$ cat src/rtl/hps_reset_sequencer.sv
// HPS reset request sequencer.
// Synchronizes three asynchronous request levels (cold, warm, debug), latches
// their rising edges as pending requests, and issues one active-low f2h reset
// request pulse at a time. Each pulse is followed by a holdoff dead time.
// Requests are accepted only while the HPS-to-FPGA reset is released.
module hps_reset_sequencer #(
    parameter int COLD_PULSE  = 6,
    parameter int WARM_PULSE  = 2,
    parameter int DEBUG_PULSE = 32,
    parameter int HOLDOFF     = 1024,
    parameter int SYNC_STAGES = 2
) (
    input  logic       clk,
    input  logic       reset,
    input  logic [2:0] req_in,
    input  logic       hps_fpga_reset_n,
    output logic       cold_req_n,
    output logic       warm_req_n,
    output logic       debug_req_n,
    output logic       busy,
    output logic [1:0] last_cause,
    output logic [7:0] req_count
);

    typedef enum logic [1:0] {
        ST_IDLE    = 2'd0,
        ST_PULSE   = 2'd1,
        ST_HOLDOFF = 2'd2
    } state_t;

    // Counter load values are "cycles - 1": the load cycle is the first cycle.
    localparam logic [15:0] COLD_LOAD   = 16'(COLD_PULSE - 1);
    localparam logic [15:0] WARM_LOAD   = 16'(WARM_PULSE - 1);
    localparam logic [15:0] DEBUG_LOAD  = 16'(DEBUG_PULSE - 1);
    localparam logic [15:0] HOLD_LOAD   = (HOLDOFF > 0) ? 16'(HOLDOFF - 1) : 16'd0;
    localparam bit          HAS_HOLDOFF = (HOLDOFF > 0);

    logic [SYNC_STAGES-1:0][2:0] sync_r;
    logic [2:0]  prev_r;
    logic [2:0]  edge_r;
    logic [2:0]  pending_r;
    logic [2:0]  pending_s;
    logic [2:0]  clear_s;
    state_t      state_r;
    state_t      state_s;
    logic [15:0] cnt_r;
    logic [15:0] cnt_s;
    logic        cold_r;
    logic        cold_s;
    logic        warm_r;
    logic        warm_s;
    logic        debug_r;
    logic        debug_s;
    logic        busy_r;
    logic        busy_s;
    logic [1:0]  cause_r;
    logic [1:0]  cause_s;
    logic [7:0]  count_r;
    logic [7:0]  count_s;
    logic [7:0]  count_inc_s;

    assign cold_req_n  = cold_r;
    assign warm_req_n  = warm_r;
    assign debug_req_n = debug_r;
    assign busy        = busy_r;
    assign last_cause  = cause_r;
    assign req_count   = count_r;

    // Saturating pulse counter increment.
    assign count_inc_s = (count_r == 8'hFF) ? 8'hFF : (count_r + 8'd1);

    // Synchronizer chain followed by a registered rising-edge detector.
    always_ff @(posedge clk) begin
        if (reset) begin
            sync_r <= '0;
            prev_r <= 3'b000;
            edge_r <= 3'b000;
        end else begin
            sync_r <= {sync_r[SYNC_STAGES-2:0], req_in};
            prev_r <= sync_r[SYNC_STAGES-1];
            edge_r <= sync_r[SYNC_STAGES-1] & ~prev_r;
        end
    end

    // Pending requests: served bits are cleared, new edges are merged in,
    // and everything is dropped while the HPS holds its FPGA reset.
    always_comb begin
        pending_s = pending_r;
        if (!hps_fpga_reset_n) begin
            pending_s = 3'b000;
        end else begin
            pending_s = (pending_r & ~clear_s) | edge_r;
        end
    end

    // Next-state and next-output logic; outputs are registered below.
    always_comb begin
        state_s = state_r;
        cnt_s   = cnt_r;
        cold_s  = 1'b1;
        warm_s  = 1'b1;
        debug_s = 1'b1;
        busy_s  = 1'b0;
        cause_s = cause_r;
        count_s = count_r;
        clear_s = 3'b000;
        case (state_r)
            ST_IDLE: begin
                if (pending_r != 3'b000) begin
                    state_s = ST_PULSE;
                    busy_s  = 1'b1;
                    count_s = count_inc_s;
                    if (pending_r[0]) begin
                        // Cold reset supersedes every other pending request.
                        clear_s = 3'b111;
                        cold_s  = 1'b0;
                        cnt_s   = COLD_LOAD;
                        cause_s = 2'd1;
                    end else if (pending_r[1]) begin
                        clear_s = 3'b010;
                        warm_s  = 1'b0;
                        cnt_s   = WARM_LOAD;
                        cause_s = 2'd2;
                    end else begin
                        clear_s = 3'b100;
                        debug_s = 1'b0;
                        cnt_s   = DEBUG_LOAD;
                        cause_s = 2'd3;
                    end
                end else begin
                    state_s = ST_IDLE;
                end
            end
            ST_PULSE: begin
                if (cnt_r == 16'd0) begin
                    if (HAS_HOLDOFF) begin
                        state_s = ST_HOLDOFF;
                        cnt_s   = HOLD_LOAD;
                        busy_s  = 1'b1;
                    end else begin
                        state_s = ST_IDLE;
                        cnt_s   = 16'd0;
                        busy_s  = 1'b0;
                    end
                end else begin
                    cnt_s   = cnt_r - 16'd1;
                    cold_s  = cold_r;
                    warm_s  = warm_r;
                    debug_s = debug_r;
                    busy_s  = 1'b1;
                end
            end
            ST_HOLDOFF: begin
                if (cnt_r == 16'd0) begin
                    state_s = ST_IDLE;
                    busy_s  = 1'b0;
                end else begin
                    cnt_s  = cnt_r - 16'd1;
                    busy_s = 1'b1;
                end
            end
            default: begin
                state_s = ST_IDLE;
                cnt_s   = 16'd0;
            end
        endcase
    end

    // State, counter, pending and output registers.
    always_ff @(posedge clk) begin
        if (reset) begin
            state_r   <= ST_IDLE;
            cnt_r     <= 16'd0;
            pending_r <= 3'b000;
            cold_r    <= 1'b1;
            warm_r    <= 1'b1;
            debug_r   <= 1'b1;
            busy_r    <= 1'b0;
            cause_r   <= 2'd0;
            count_r   <= 8'd0;
        end else begin
            state_r   <= state_s;
            cnt_r     <= cnt_s;
            pending_r <= pending_s;
            cold_r    <= cold_s;
            warm_r    <= warm_s;
            debug_r   <= debug_s;
            busy_r    <= busy_s;
            cause_r   <= cause_s;
            count_r   <= count_s;
        end
    end

endmodule

$ cat config.mk
export PLATFORM = sky130hd
export DESIGN_NAME = hps_reset_sequencer
export DESIGN_NICKNAME = d
export VERILOG_FILES = /design/src/rtl/hps_reset_sequencer.sv
export SDC_FILE = /design/constraint.sdc
export NUM_CORES = 1
export LEC_CHECK = 0
export ABC_AREA = 1
export BUFFER_PORTS_ARGS = -buffer_cell sky130_fd_sc_hd__buf_2
export CORE_UTILIZATION = 51
export DETAILED_ROUTE_END_ITERATION = 6
export PLACE_DENSITY = 0.7
export SYNTH_ARGS = -nofsm -noshare
export SYNTH_HDL_FRONTEND = slang
export SYNTH_SLANG_ARGS = --single-unit
$ cat constraint.sdc
create_clock -name clk -period 1.6 [get_ports clk]
set_input_delay 0.08 -clock clk [delete_from_list [all_inputs] [get_ports clk]]
set_output_delay 0.08 -clock clk [all_outputs]
set_load 0.01 [all_outputs]
==> results.json <==
{
  "status": "completed",
  "n_antenna_cell": 0,
  "startpoint_type": "flip-flop",
  "rows": 23,
  "min-delay-start": "hps_fpga_reset_n",
  "drt-total-wl_um": 4670,
  "setup_viol": 0,
  "synth_top_family_by_area": "simple AND/OR/NAND/NOR gates",
  "dp.cells": 399,
  "fin_hold_ws_ns": 0.0491,
  "crit_type": "flip-flop to flip-flop",
  "grt_max_degree": 34,
  "ir_drop_uv": 742,
  "core_area_mm2": 0.00414,
  "firstDrtPassIters": 4,
  "ant_nets": 0,
  "period_needed_ns": 1.50,
  "maxCapViolCount": 0,
  "skew_ns": 0.0104,
  "power_density_mw_per_mm2": 1130,
  "r2r_slack_ns": 0.1,
  "syn-num-nets": 338,
  "cp.arrival_ns": 1.75,
  "rsz0062_at_grt": "no",
  "path_cells": "inv_2, ha_2, nand2_1, nor2_2, nand3_2, nand2_8, buf_4, nand2_1, a21oi_1",
  "clock_path_buffers": 2,
  "root_buffer": "clkbuf_8",
  "tns_ns": 0,
  "synth_mux_area_share_pct": 0,
  "cts_sinks": 47,
  "avgSynthCellArea_um2": 6.90,
  "layout-drive-gt1-share_pct": 20.1,
  "hold_end": "pending_r[2]",
  "synth_xor_area_share_pct": 0,
  "critical_path_required_ns": 1.85,
  "wl_per_cell_um": 11.3,
  "die_h_um": 68.7,
  "h-tree-depth": 2,
  "synthCells": 329,
  "leakagePower_nw": 1.23,
  "hold_viol": 0,
  "place_congestion": 0.901,
  "post-route-util_pct": 64.2,
  "grt_usage_pct": 22.4,
  "clk_latency_ns": 0.31,
  "place_hpwl_um": 3270,
  "synth_compound_area_share_pct": 11.2,
  "vias_per_cell": 4.99,
  "die_area_mm2": 0.00472,
  "synth_fa_ha_area_share_pct": 1.65,
  "syn_area_mm2": 0.00227,
  "rr_startpoint": "cnt_r[0]",
  "cp_common_cell": "nand2_1",
  "vias": 2067,
  "syn_to_final_growth_pct": 17.2,
  "r2r-end": "cnt_r[2]",
  "tightest_slew_ns": 0.363,
  "antenna_found_initial": 0,
  "fillers": 384,
  "nNetsFinal": 372,
  "cp-end-kind": "flip-flop",
  "io_pins": 20,
  "hold_path_depth": 3,
  "gr-total-overflow": 0,
  "total_power_mw": 3.01,
  "hp-class": "input port to flip-flop",
  "min_period_over_period_pct": 94.0,
  "drtIter0Drc": 129,
  "cts_tree": "done",
  "yosysUniqueCellTypes": 34,
  "synth-seq-area-share_pct": 41.4,
  "slew_headroom_pct": 75.8,
  "yosysWarnings": 0,
  "drv_slew": 0,
  "critPathMaxStageDelay_ns": 0.34,
  "grt_pass1_wl_um": 7870,
  "numCtsBuffers": 5,
  "grt_pass1_vias": 1846,
  "synth-simple-area-share_pct": 36.4,
  "port_buffers": 19,
  "max_freq_mhz": 665,
  "final_cells": 414,
  "cp_max_fo": 7,
  "cts.clk_slew.worst_paths_ns": 0.10,
  "drc": 0,
  "die_x_um": 68.7,
  "reg2reg_depth": 9,
  "initial_core_util_pct": 54.8,
  "ys_seq_elements": 47,
  "cpMaxStageDelayCell": "dfxtp_1"
}
-- cells in the mapped netlist --
cell type / count / share of area, %
o22ai_1: 1 / 0.28
nand4_2: 1 / 0.55
buf_1: 2 / 0.33
nor2_4: 2 / 0.99
and3_1: 1 / 0.28
nand4_1: 2 / 0.55
nand2_4: 3 / 1.5
a31oi_1: 5 / 1.4
buf_12: 1 / 0.88
clkbuf_1: 2 / 0.33
nor2_1: 47 / 7.8
a21oi_1: 18 / 4.0
nor3_2: 1 / 0.44
nand2_1: 82 / 14
ha_1: 3 / 1.7
a21oi_2: 2 / 0.77
nor2_2: 4 / 1.1
o21ai_1: 1 / 0.22
nand3_2: 1 / 0.44
a31oi_4: 1 / 0.94
nand3_1: 26 / 5.7
dfxtp_1: 47 / 41
or2_0: 1 / 0.28
nand3b_1: 1 / 0.33
inv_1: 42 / 6.9
buf_2: 1 / 0.22
nor3_1: 8 / 1.8
nand2_2: 2 / 0.55
o211ai_1: 1 / 0.33
or2_2: 2 / 0.55
inv_2: 4 / 0.66
o21a_1: 1 / 0.33
o21ai_0: 12 / 2.6
a211oi_1: 1 / 0.33
-- critical path: cells and delay by family (launching register included) --
family	cells	cell delay, ns
compound gates	1	0.13
fa+ha+maj	1	0.19
buf+inv	2	0.23
flops	1	0.34
simple gates	5	0.53
-- placed cells by master, fill, tap and decap left out, types with 7 or more instances in the layout --
cell type  netlist  final
inv_1           42     41
buf_2            1     19
o21ai_0         12     12
nand3_1         26     25
nand2_1         82     79
buf_4            0     10
nor2_1          47     43
nor3_1           8      7
nor2_2           4      8
dfxtp_1         47     47
a21oi_1         18     18
-- final cells by class --
cell class	instances	area (um^2)	share of cell area [%]
inverters	46	173	6.49
clock buffers	5	68.8	2.59
flip-flops and latches	47	941	35.4
clock inverters	3	25.0	0.940
multi-input cells	230	1170	44.0
well taps	50	62.6	2.35
repair buffers	33	220	8.27
-- metal layers --
layer  vias to the layer above  share of wire (%)  GRT usage, %
met5                         -                  0             0
li1                       1103                  -             -
met2                        32                 46          36.8
met3                         5                3.3          5.26
met4                         0                1.1          8.42
met1                       927                 50          28.5
-- cells by family after synthesis --
kind of cell / after synthesis
AND/OR/NAND/NOR: 184
buffers and inverters: 52
flip-flops: 47
AO/OA/AOI/OAI: 43
adder cells (fa/ha/maj): 3
-- metrics by stage --
| stage | setup WS [ns] | area, um^2 |
|---|---|---|
| floorplan | 0.260 | 2270 |
| global placement | 0.0744 | 2440 |
| detailed placement | 0.0537 | 2440 |
| CTS | 0.0280 | 2560 |
| global route | 0.0129 | 2660 |
| finish | 0.0965 | 2660 |
-- where the power goes --
group	switching, mW	internal, mW
logic	0.618	0.343
clock network	0.444	0.319
registers	0.0521	1.23
-- repair_timing --
| action | in CTS | in global routing |
|---|---|---|
| setup buffers | 0 | 4 |
| hold buffers | 3 | 0 |
| resized for setup | 0 | 15 |
| setup endpoints to repair | 0 | 19 |
| endpoints found under the hold margin | 3 | 0 |
-- state kept, by name, indices dropped and copies added (netlist names) --
name	count
state_r	2
cnt_r	16
warm_req_n	1
last_cause	2
pending_r	3
debug_req_n	1
req_count	8
prev_r	3
sync_r	6
busy	1
edge_r	3
cold_req_n	1
-- how the worst max path moves through the flow --
| stage | start | to | slack, ns | cells after the start |
|---|---|---|---|---|
| 3_5_place_dp | cnt_r[0] | cnt_r[14] | 0.05 | 11 |
| 6_report | cnt_r[0] | cnt_r[2] | 0.1 | 9 |
| 5_1_grt | state_r[1] | req_count[7] | 0.01 | 7 |
| 3_3_place_gp | cnt_r[0] | cnt_r[13] | 0.07 | 11 |
| 4_1_cts | cnt_r[0] | cnt_r[14] | 0.03 | 11 |
| 2_1_floorplan | cnt_r[0] | cnt_r[12] | 0.26 | 11 |
Power figures use the tool's default switching activity.
